**config.mk**
```make
export PLATFORM = sky130hd
export DESIGN_NAME = lsu_mem_if
export DESIGN_NICKNAME = d
export VERILOG_FILES = /design/src/rtl/lsu_mem_if.sv
export SDC_FILE = /design/constraint.sdc
export NUM_CORES = 1
export LEC_CHECK = 0
export ABC_CLOCK_PERIOD_IN_PS = 4990
export BUFFER_PORTS_ARGS = -buffer_cell sky130_fd_sc_hd__buf_4
export CAP_MARGIN = 15
export CORE_ASPECT_RATIO = 1.2
export CORE_MARGIN = 5
export CORE_UTILIZATION = 45
export CTS_BUF_LIST = sky130_fd_sc_hd__clkbuf_4 sky130_fd_sc_hd__clkbuf_8 sky130_fd_sc_hd__clkbuf_16
export CTS_CLUSTER_DIAMETER = 100
export DETAILED_ROUTE_END_ITERATION = 8
export PLACE_DENSITY_LB_ADDON = 0.08
export SYNTH_ARGS = -nofsm -noshare
export SYNTH_HDL_FRONTEND = slang
export SYNTH_SLANG_ARGS = --single-unit
```
**constraint.sdc**
```tcl
create_clock -name clk -period 4.99 [get_ports clk]
set_clock_uncertainty 0.05 [all_clocks]
set_input_delay 0.2495 -clock clk [delete_from_list [all_inputs] [get_ports clk]]
set_output_delay 0.2495 -clock clk [all_outputs]
set_load 0.05 [all_outputs]
```
**src/rtl/lsu_mem_if.sv**
```systemverilog
// Load/store unit bridging the execute stage to a single-beat data-memory bus.
// Accepts one access at a time, formats strobes/store lanes, runs the
// grant/response handshake with a timeout, and returns extended load data.
module lsu_mem_if #(
  parameter int unsigned TIMEOUT = 255
) (
  input  logic        clk,
  input  logic        rst,
  input  logic        req_valid,
  output logic        req_ready,
  input  logic        MemRw,
  input  logic [3:0]  bhw,
  input  logic        load_unsign,
  input  logic [31:0] addr,
  input  logic [31:0] wdata,
  output logic        rsp_valid,
  output logic [31:0] rsp_rdata,
  output logic        rsp_err,
  output logic        busy,
  output logic        mem_req,
  output logic        mem_we,
  output logic [31:0] mem_addr,
  output logic [3:0]  mem_wstrb,
  output logic [31:0] mem_wdata,
  input  logic        mem_gnt,
  input  logic        mem_rvalid,
  input  logic [31:0] mem_rdata
);

  localparam int NUM_LANES = 4;
  localparam logic [15:0] TO_LAST = 16'(TIMEOUT - 1);

  typedef enum logic [1:0] {IDLE, REQ, WAIT, RESP} state_t;

  // Access attributes needed after the bus grant to format load data.
  typedef struct packed {
    logic [3:0] bhw;
    logic       unsign;
    logic [1:0] off;
  } acc_t;

  state_t      state;
  acc_t        acc;
  logic [15:0] tcnt;

  // Request decode at accept time.
  logic size_b, size_h, size_w, bad;
  logic [3:0] strb_n;
  logic [NUM_LANES-1:0][7:0] wdata_n;

  assign size_b = (bhw == 4'b0001);
  assign size_h = (bhw == 4'b0011);
  assign size_w = (bhw == 4'b1111);
  assign bad    = ~(size_b | size_h | size_w) | (size_h & addr[0]) |
                  (size_w & (|addr[1:0]));
  assign strb_n = bhw << addr[1:0];

  // Replicate store data so every enabled strobe sees the right byte.
  for (genvar i = 0; i < NUM_LANES; i++) begin : g_lane
    assign wdata_n[i] = size_b ? wdata[7:0] :
                        size_h ? wdata[8*(i%2) +: 8] :
                                 wdata[8*i +: 8];
  end

  // Load formatting: shift the addressed bytes down, then extend.
  logic [31:0] sh, ld_fmt;
  assign sh = mem_rdata >> {acc.off, 3'b000};

  // Pick the extended load result for the captured access size.
  always_comb begin
    ld_fmt = mem_rdata;
    case (acc.bhw)
      4'b0001: ld_fmt = {{24{~acc.unsign & sh[7]}}, sh[7:0]};
      4'b0011: ld_fmt = {{16{~acc.unsign & sh[15]}}, sh[15:0]};
      default: ld_fmt = mem_rdata;
    endcase
  end

  // Control FSM; every output is a register updated on the transition.
  always_ff @(posedge clk) begin
    if (rst) begin
      state     <= IDLE;
      tcnt      <= '0;
      acc       <= '0;
      req_ready <= 1'b0;
      busy      <= 1'b0;
      mem_req   <= 1'b0;
      mem_we    <= 1'b0;
      mem_addr  <= '0;
      mem_wstrb <= '0;
      mem_wdata <= '0;
      rsp_valid <= 1'b0;
      rsp_err   <= 1'b0;
      rsp_rdata <= '0;
    end else begin
      case (state)
        IDLE: begin
          if (req_valid && req_ready) begin
            acc       <= '{bhw: bhw, unsign: load_unsign, off: addr[1:0]};
            req_ready <= 1'b0;
            busy      <= 1'b1;
            tcnt      <= '0;
            if (bad) begin
              state     <= RESP;
              rsp_valid <= 1'b1;
              rsp_err   <= 1'b1;
              rsp_rdata <= '0;
            end else begin
              state     <= REQ;
              mem_req   <= 1'b1;
              mem_we    <= MemRw;
              mem_addr  <= {addr[31:2], 2'b00};
              mem_wstrb <= strb_n;
              mem_wdata <= wdata_n;
            end
          end else begin
            req_ready <= 1'b1;
            busy      <= 1'b0;
          end
        end
        REQ: begin
          if (mem_gnt || tcnt == TO_LAST) begin
            mem_req   <= 1'b0;
            mem_we    <= 1'b0;
            mem_addr  <= '0;
            mem_wstrb <= '0;
            mem_wdata <= '0;
            tcnt      <= '0;
            // A grant on the last allowed cycle still completes normally.
            if (mem_gnt && !mem_we) begin
              state <= WAIT;
            end else begin
              state     <= RESP;
              rsp_valid <= 1'b1;
              rsp_err   <= ~mem_gnt;
              rsp_rdata <= '0;
            end
          end else begin
            tcnt <= tcnt + 16'd1;
          end
        end
        WAIT: begin
          if (mem_rvalid) begin
            state     <= RESP;
            rsp_valid <= 1'b1;
            rsp_err   <= 1'b0;
            rsp_rdata <= ld_fmt;
          end else if (tcnt == TO_LAST) begin
            state     <= RESP;
            rsp_valid <= 1'b1;
            rsp_err   <= 1'b1;
            rsp_rdata <= '0;
          end else begin
            tcnt <= tcnt + 16'd1;
          end
        end
        RESP: begin
          state     <= IDLE;
          rsp_valid <= 1'b0;
          rsp_err   <= 1'b0;
          rsp_rdata <= '0;
          busy      <= 1'b0;
          req_ready <= 1'b1;
        end
        default: state <= IDLE;
      endcase
    end
  end

endmodule

```
==> impl_metrics.json <==
{
  "p_leak_nw": 3.74,
  "ir_drop_mv": 0.246,
  "drv_cap": 0,
  "diodes": 0,
  "viasPerCell": 5.47,
  "die_w_um": 116,
  "die_area_um2": 15900,
  "track_usage": 0.225,
  "rsz0062_at_grt": "no",
  "cts_buffers": 17,
  "cts-root-buf": "clkbuf_16",
  "clkLatencyLatePin_ns": 0.42,
  "period_share": 0.605,
  "ant_nets": 0,
  "synth_cell_types": 59,
  "rows": 46,
  "grt.busiest_layer": "met2",
  "die_y_um": 137,
  "synth_top_family_by_area": "compound AO/OA/AOI/OAI gates",
  "relSlewSlack": 0.360,
  "synth_cells": 645,
  "yosysWarnings": 0,
  "cts_tree": "done",
  "synth_simple_gate_area_share": 0.157,
  "core_um2": 13200,
  "cts.sinks": 129,
  "yosys-top-cells-count": "129 x dfxtp_1, 59 x nor2_1, 52 x a22o_1, 42 x o21ai_0, 40 x mux2i_1",
  "drc": 0,
  "synthTopCellsByArea": "dfxtp_1 43%, a22o_1 7.5%, mux2i_1 6.6%",
  "routabilityCongestion": 0.854,
  "grt_antenna_before_repair": 0,
  "postRouteWirelength_mm": 18.1,
  "start_util": 0.457,
  "cp_slowest_cell": "dfxtp_1",
  "fill_cells": 1091,
  "setup_slack_ns": 1.97,
  "grt_util_met1": 0.266,
  "synthAdderAreaFrac": 0.0145,
  "syn-cell-area_um2": 6050,
  "critical_path.endpoint_type": "register",
  "routedWlPerCell_um": 17.3,
  "yosys.area.top_type": "dfxtp_1",
  "arrival_ns": 3.27,
  "synthArstFlopShare": 0,
  "synth_edf_count": 0,
  "cp.required_ns": 5.24,
  "hold_path_class": "in2reg",
  "grt_max_degree": 69,
  "postCtsSetupBuffers": 0,
  "synth_xor_area_frac": 0.0159,
  "finalMaxSlewViolations": 0,
  "syn_to_final_growth_pct": 42.2,
  "cp_max_fo": 23,
  "htreeDepth": 4,
  "path_delay_family": "compound AO/OA/AOI/OAI gates",
  "fin_setup_tns_ns": 0,
  "io_pins": 213,
  "setup_violations": 0,
  "fmax_mhz": 331,
  "min_period_ns": 3.02,
  "placedInstanceArea_um2": 7690,
  "synth.top_cell.area_share": 0.427,
  "slowest_delay_ns": 0.88,
  "muxShareOfSynthArea": 0.121,
  "ys_seq_area_frac": 0.427,
  "critPathKind": "reg2reg",
  "num-nets-final": 977,
  "hold_violations": 0,
  "use_met3": 0.0893,
  "synth_compound_area_frac": 0.217,
  "grt_pass1_wl_mm": 28.4,
  "dpl.hpwl_mm": 12.9,
  "gr-total-overflow": 0,
  "clk_pin_slew_worst_paths_ns": 0.05,
  "power.total_mw": 3.39,
  "dr.first_iter.drc_count": 324,
  "path_buf_inv": 0,
  "worstMarginPinSlew_ns": 0.960,
  "outcome": "completed",
  "drt_pass1_iterations": 5,
  "clk_path_buf_depth": 2,
  "port_buffers": 210,
  "synth.ff_latch_count": 129,
  "grt_use_met2": 0.374,
  "syn_area_per_cell_um2": 9.39,
  "post-place-ws_ns": 1.96,
  "stdcell_area_um2": 8610,
  "vias": 5714,
  "drive_gt1_frac": 0.325,
  "synth_ff_type": "dfxtp_1",
  "powerDensity_nw_per_um2": 394,
  "grt_pass1_vias": 5602,
  "yosysMostFrequentCell": "dfxtp_1",
  "cp_cell_sequence": "mux4_2 > a21oi_2 > o31a_1 > nor2_1 > mux2_2",
  "startpoint_type": "register"
}
-- registers in the layout, summed over array words and instances, names as in the netlist --
signal     cells
rsp_valid      1
busy           1
acc            7
rsp_rdata     32
mem_req        1
req_ready      1
mem_addr      30
mem_we         1
rsp_err        1
state          2
tcnt          16
mem_wdata     32
mem_wstrb      4
-- stage by stage --
stage	util	hold slack, ns	std cells
floorplan	-	0.325	646
global placement	0.581	0.389	981
detailed placement	0.581	0.395	981
CTS	0.650	0.00531	1044
global route	0.650	0.00830	1044
finish	0.650	0.0251	1044
-- cells by family after synthesis --
kind of cell	after synthesis
fa+ha+maj	7
xor+xnor	11
buf+inv	63
simple gates	183
compound gates	185
flops	129
other cells	1
mux	66
-- power breakdown --
part | total, mW | switching (mW) | internal [mW]
clock network | 1.29 | 0.454 | 0.833
registers | 1.15 | 0.0627 | 1.09
logic | 0.954 | 0.586 | 0.367
total | 3.39 | 1.10 | 2.29
-- worst paths after layout --
path                        startpoint                          to  slack [ns]  cells past startpoint
setup reg to reg   acc[1]$_SDFFE_PP0P_  rsp_rdata[31]$_SDFFE_PP0P_        1.97                      5
hold / removal                wdata[6]   mem_wdata[6]$_SDFFE_PP0P_        0.03                      2
hold reg to reg   mem_req$_SDFFE_PP0P_        mem_req$_SDFFE_PP0P_        0.41                      1
setup / recovery   acc[1]$_SDFFE_PP0P_  rsp_rdata[31]$_SDFFE_PP0P_        1.97                      5
-- placed cells by master (no fill, tap or decap), types with 4 or more instances in the layout --
cell type      netlist  final
mux2_4               8      8
clkinv_2             0      5
mux2i_1             40     40
a22o_1              52     52
nor2b_1             28     28
nor4_1               4      4
xnor2_1             11     11
dlygate4sd3_1        0     31
nand4_1              5      5
a31oi_1              4      4
nand2_1             30     30
o2bb2ai_1           16     16
a211oi_1             8      8
o211ai_1             5      5
dfxtp_1            129    129
nor2_1              59     59
inv_1               15     15
mux2_2              15     15
nand3_1             13     13
nor3_1               6      5
and2_1               5      5
o21ai_0             42     42
ha_1                 7      7
a21oi_1             36     36
clkbuf_16            0     17
nand2b_1            14     14
buf_4                2    215
-- per-layer routing --
metal,routed length (um),vias up
li1,-,2767
met1,7020,2692
met2,9110,231
met3,1700,24
met4,264,0
met5,0,-
-- final cells by class --
type                       count  area, um2  share of cell area
inverter                      15       56.3             0.00654
multi-input combinational    454       3220               0.374
timing repair buffer         246       1920               0.223
clock inverter                10        131              0.0153
sequential                   129       2580               0.300
tap                          168        210              0.0244
clock buffer                  22        482              0.0559
-- what timing repair did --
| item | CTS | global route |
|---|---|---|
| gates resized for setup | 0 | 0 |
| hold buffers | 31 | 0 |
| hold endpoints to repair | 31 | 0 |
(Power assumes the default switching activity.)
